[src/rtl/regfile_sb.sv]
// regfile_sb: register file with scoreboard busy bits and an optional debug port (enabled by REGFILE_SB_DBG_EN)
module regfile_sb #(
  parameter int XLEN = 32,
  parameter int NREG = 32,
  parameter int SP_IDX = 2,
  parameter logic [XLEN-1:0] SP_INIT = 'h2000
) (
  input  logic                    clk,
  input  logic                    rst,
  input  logic [$clog2(NREG)-1:0] rs1_addr_i,
  input  logic [$clog2(NREG)-1:0] rs2_addr_i,
  output logic [XLEN-1:0]         rs1_data_o,
  output logic [XLEN-1:0]         rs2_data_o,
  output logic                    rs1_busy_o,
  output logic                    rs2_busy_o,
  input  logic                    wr_en,
  input  logic [$clog2(NREG)-1:0] rd_addr_i,
  input  logic [XLEN-1:0]         rd_data_i,
  input  logic                    iss_en_i,
  input  logic [$clog2(NREG)-1:0] iss_addr_i,
  input  logic                    dbg_req_i,
  input  logic                    dbg_we_i,
  input  logic [$clog2(NREG)-1:0] dbg_addr_i,
  input  logic [XLEN-1:0]         dbg_wdata_i,
  output logic                    dbg_ack_o,
  output logic [XLEN-1:0]         dbg_rdata_o
);
  localparam int AW = $clog2(NREG);

  logic [XLEN-1:0] r_regs [NREG];
  logic [NREG-1:0] r_busy;
  logic [NREG-1:0] w_set;
  logic [NREG-1:0] w_clr;
  logic            w_dbg_wr;

  // x0 and the reset window read as zero; a same-cycle writeback is forwarded
  assign rs1_data_o = (!rst || rs1_addr_i == '0) ? '0 :
                      (wr_en && rd_addr_i == rs1_addr_i) ? rd_data_i : r_regs[rs1_addr_i];
  assign rs2_data_o = (!rst || rs2_addr_i == '0) ? '0 :
                      (wr_en && rd_addr_i == rs2_addr_i) ? rd_data_i : r_regs[rs2_addr_i];

  // busy[0] is never set, so x0 reports not-busy without a special case
  assign rs1_busy_o = r_busy[rs1_addr_i] && !(wr_en && rd_addr_i == rs1_addr_i);
  assign rs2_busy_o = r_busy[rs2_addr_i] && !(wr_en && rd_addr_i == rs2_addr_i);

  assign w_set = iss_en_i ? (NREG'(1) << iss_addr_i) : '0;
  assign w_clr = wr_en ? (NREG'(1) << rd_addr_i) : '0;

  // register storage: writeback first, debug writes only happen when writeback is idle
  always_ff @(posedge clk or negedge rst)
    if (!rst)
      for (int i = 0; i < NREG; i++) r_regs[i] <= (i == SP_IDX) ? SP_INIT : '0;
    else if (wr_en && rd_addr_i != '0)
      r_regs[rd_addr_i] <= rd_data_i;
    else if (w_dbg_wr)
      r_regs[dbg_addr_i] <= dbg_wdata_i;

  // scoreboard: issue sets, writeback clears, set wins on collision, bit 0 pinned low
  always_ff @(posedge clk or negedge rst)
    if (!rst) r_busy <= '0;
    else      r_busy <= ((r_busy & ~w_clr) | w_set) & ~NREG'(1);

`ifdef REGFILE_SB_DBG_EN
  localparam logic [1:0] S_IDLE = 2'd0, S_ACK = 2'd1, S_REL = 2'd2;
  logic [1:0]      r_state;
  logic [XLEN-1:0] r_rdata;
  logic            w_dbg_go;

  assign w_dbg_go    = r_state == S_IDLE && dbg_req_i && !wr_en;
  assign w_dbg_wr    = w_dbg_go && dbg_we_i && dbg_addr_i != '0;
  assign dbg_ack_o   = r_state == S_ACK;
  assign dbg_rdata_o = r_rdata;

  // debug handshake: access in IDLE, one-cycle ack, wait for request to drop
  always_ff @(posedge clk or negedge rst)
    if (!rst) begin
      r_state <= S_IDLE;
      r_rdata <= '0;
    end else begin
      r_state <= (r_state == S_IDLE) ? (w_dbg_go ? S_ACK : S_IDLE) :
                 (r_state == S_ACK) ? S_REL : (dbg_req_i ? S_REL : S_IDLE);
      if (w_dbg_go && !w_dbg_wr) r_rdata <= r_regs[dbg_addr_i];
    end
`else
  logic w_unused;

  assign w_unused    = ^{dbg_req_i, dbg_we_i, dbg_addr_i, dbg_wdata_i, AW[0]};
  assign w_dbg_wr    = 1'b0;
  assign dbg_ack_o   = 1'b0;
  assign dbg_rdata_o = '0;
`endif
endmodule

[config.mk]
export PLATFORM = sky130hd
export DESIGN_NAME = regfile_sb
export DESIGN_NICKNAME = d
export VERILOG_FILES = /design/src/rtl/regfile_sb.sv
export SDC_FILE = /design/constraint.sdc
export NUM_CORES = 2
export LEC_CHECK = 0
export BUFFER_PORTS_ARGS = -buffer_cell sky130_fd_sc_hd__buf_2
export CORE_ASPECT_RATIO = 0.6
export CORE_MARGIN = 4
export CORE_UTILIZATION = 63
export CTS_CLUSTER_DIAMETER = 120
export DETAILED_ROUTE_END_ITERATION = 6
export PLACE_DENSITY = 0.81
export SKIP_LAST_GASP = 1
export SLEW_MARGIN = 0
export SYNTH_ARGS = -nofsm -noshare
export SYNTH_HDL_FRONTEND = slang
export SYNTH_SLANG_ARGS = --single-unit
[constraint.sdc]
create_clock -name clk -period 3.05 [get_ports clk]
set_input_delay 0.305 -clock clk [delete_from_list [all_inputs] [get_ports clk]]
set_output_delay 0.305 -clock clk [all_outputs]
set_load 0.01 [all_outputs]
==> results.cfg <==
[synth]
synth_area_sq_mm = 0.0573
synthCells = 4062
ys.flop_type = dfrtp_1
synth_edf_count = 0
syn_avg_cell_area_sq_um = 14.1
yosysSeqAreaShare = 0.461
synth_cell_types = 54
yosysWarnings = 0
async_reset_ff_frac = 1.00
ys_seq_elements = 1055

[pwr]
cellLeakagePower_nw = 27.6
p_per_area_mw_per_mm2 = 629
worst_ir_drop_vdd_v = 0.000459

[drt]
routed_wl_um = 175000
avgViaCountPerCell = 7.42
drc_errors = 0
drt_iter0_drc = 4972
detail_route.wl_per_cell_um = 32.8
antenna_left = 0
drtPass1Iterations = 7
vias = 39500

[global_routing]
grt_pass1_wl_um = 260000
antenna_found_initial = 7
track_usage = 0.363
grt_pass1_vias = 39600
grt_max_degree = 145
grt-ovfl-total = 0

[cells_and_area]
layout-area-overhead-vs-synth_pct = 10.0
final_common_cell = dfrtp_1
layout_common_cells = dfrtp_1 (1054), mux2_2 (978), mux4_2 (373)
fillers = 5852
drive_gt1_frac = 0.461
fin_nets = 4125
fin_cells = 5324
design_area_sq_mm = 0.0630

[floorplanning]
dieArea_sq_mm = 0.0960
die_w_um = 397
std_cell_rows = 85
die_y_um = 242
core_sq_mm = 0.0900
num_io_pins = 194
start_util = 0.637

[critical_path]
crit_arrival_ns = 2.70
critical_path_class = register to output port
worstPathMaxFanout = 3
end_kind = output port
cp.required_ns = 2.74
cp-start-kind = register

[flow_run]
cap_violations = 0

[sta]
timing.fmax_mhz = 333
relSlewSlack = 0.240
max_slew.worst_pin.slew_ns = 1.14
fin_worst_skew_ns = 0
slew_viol_final = 0
setup_viol = 0
rsz0062_at_grt = false
fin_hold_ws_ns = -0.232
hold_viol_final = 251
fin_crit_sh = 0.984
final.min_clock_period_ns = 3.00
fin_tns_setup_ns = 0

[clocking]
clk_latency_ns = 0.70
cts_hold_buf = 1
root_buffer = clkbuf_16
h-tree-depth = 3
clk_pin_slew_ns = 0.07
cts_made_buffers = 95
cts.path.max_buffers = 3
cts_tree = built
cts_sinks = 1055

[placement]
place_area_sq_mm = 0.0598
dp_hpwl_um = 106000
dp.cells = 5145
port_buffers = 121
place_congestion = 0.879

[run_status]
violations = negative hold slack
status = finished, violations left

[min_path]
min_path_type = input pin to asynchronous set/reset pin
==> cell families after synthesis <==
family / Yosys count / share of synthesized area
compound gates: 561 / 0.0752
simple gates: 218 / 0.0184
buf+inv: 516 / 0.0442
xor+xnor: 10 / 0.00153
other cells: 1 / 0.0000654
mux: 1701 / 0.400
flops: 1055 / 0.461
==> flip-flops by register name (all words and copies together) (netlist names) <==
name    flops
r_regs   1024
r_busy     31
==> repair_timing <==
item / 4_1_cts / 5_1_grt
pin swaps: 1 / 3
setup buffers: 0 / 4
gates cloned: 0 / 1
gates resized for setup: 2 / 17
hold endpoints to repair: 252 / 251
endpoints found under the setup margin: 2 / 21
==> final timing paths <==
kind	start	endpoint	slack [ns]	cells after the start
max	r_regs[1004]	rs1_data_o[12]	0.05	6
min	rst	r_regs[382]	-0.23	2
max reg2reg	r_regs[373]	r_regs[373]	2.22	1
min reg2reg	r_regs[1008]	r_regs[1008]	0.40	0
max in group asynchronous	rst	r_regs[937]	1.61	4
min in group clk	iss_addr_i[1]	r_busy[7]	0.05	3
==> layout make-up <==
type / count / area (sq um) / area share
diodes: 4 / 10.0 / 0.000159
clock buffers: 141 / 2780 / 0.0441
clock inverters: 28 / 347 / 0.00550
inverters: 20 / 75.1 / 0.00119
multi-input cells: 2524 / 28800 / 0.457
flip-flops and latches: 1055 / 26400 / 0.419
well taps: 1218 / 1520 / 0.0242
repair buffers: 334 / 3070 / 0.0487
==> per-layer routing <==
| metal | wire length (um) | vias up | share of wire | track usage |
|---|---|---|---|---|
| met5 | 162 | - | 0.00093 | 0.0104 |
| met4 | 7920 | 6 | 0.045 | 0.150 |
| met3 | 22600 | 536 | 0.13 | 0.130 |
| met2 | 75700 | 2755 | 0.43 | 0.510 |
| met1 | 68400 | 20600 | 0.39 | 0.516 |
| li1 | - | 15600 | - | - |
==> worst max-delay path, stage by stage (launching register included) <==
cell,delay (ns)
dfrtp_1,0.41
mux4_2,0.47
nor2b_1,0.15
a211oi_1,0.32
a211oi_1,0.15
a221o_1,0.34
buf_2,0.15
==> power breakdown <==
part / internal [mW] / total (mW) / leakage, nW / switching (mW)
clock: 6.90 / 12.4 / 1.54 / 5.46
combinational: 4.83 / 8.49 / 12.6 / 3.66
sequential: 16.7 / 18.8 / 13.5 / 2.12
total: 28.4 / 39.7 / 27.6 / 11.3
==> through the flow <==
step           worst slack (ns)   util  power, mW  hold WS [ns]
2_1_floorplan             0.716      -       24.5       0.00941
3_3_place_gp              0.108  0.664       26.6         0.382
3_5_place_dp             0.0196  0.664       27.2         0.383
4_1_cts                  0.0147  0.699       39.5        -0.224
5_1_grt                 0.00461  0.701       41.2        -0.183
6_report                 0.0478  0.701       39.7        -0.232
==> cells in the mapped netlist, drive strengths merged (2+ instances only) <==
master   instances  area, sq um
a22oi           96          721
a22o            11         96.3
clkbuf         261          980
and3             4         25.0
a221o           62          621
mux2           978        11000
a32o             3         30.0
a21oi            2         10.0
o32ai            4         35.0
nand3b           3         22.5
buf            235         1480
dfrtp         1054        26400
or2              3         18.8
o22ai            8         50.1
and2             4         25.0
o21ai          120          604
mux2i          350         3500
nand2           44          165
nand2b           3         18.8
inv             19         71.3
a2111oi          2         25.0
nor2b           38          238
mux4           373         8400
nand4            2         12.5
nor2            89          337
a211oi          91          683
xnor2            7         61.3
nor3             6         30.0
o2111a           2         22.5
nand3           10         50.1
a221oi         157         1380
nor3b            4         30.0
xor2             3         26.3
and2b            2         15.0
nand4b           3         26.3
No activity file was read; power rests on OpenSTA's default activity.
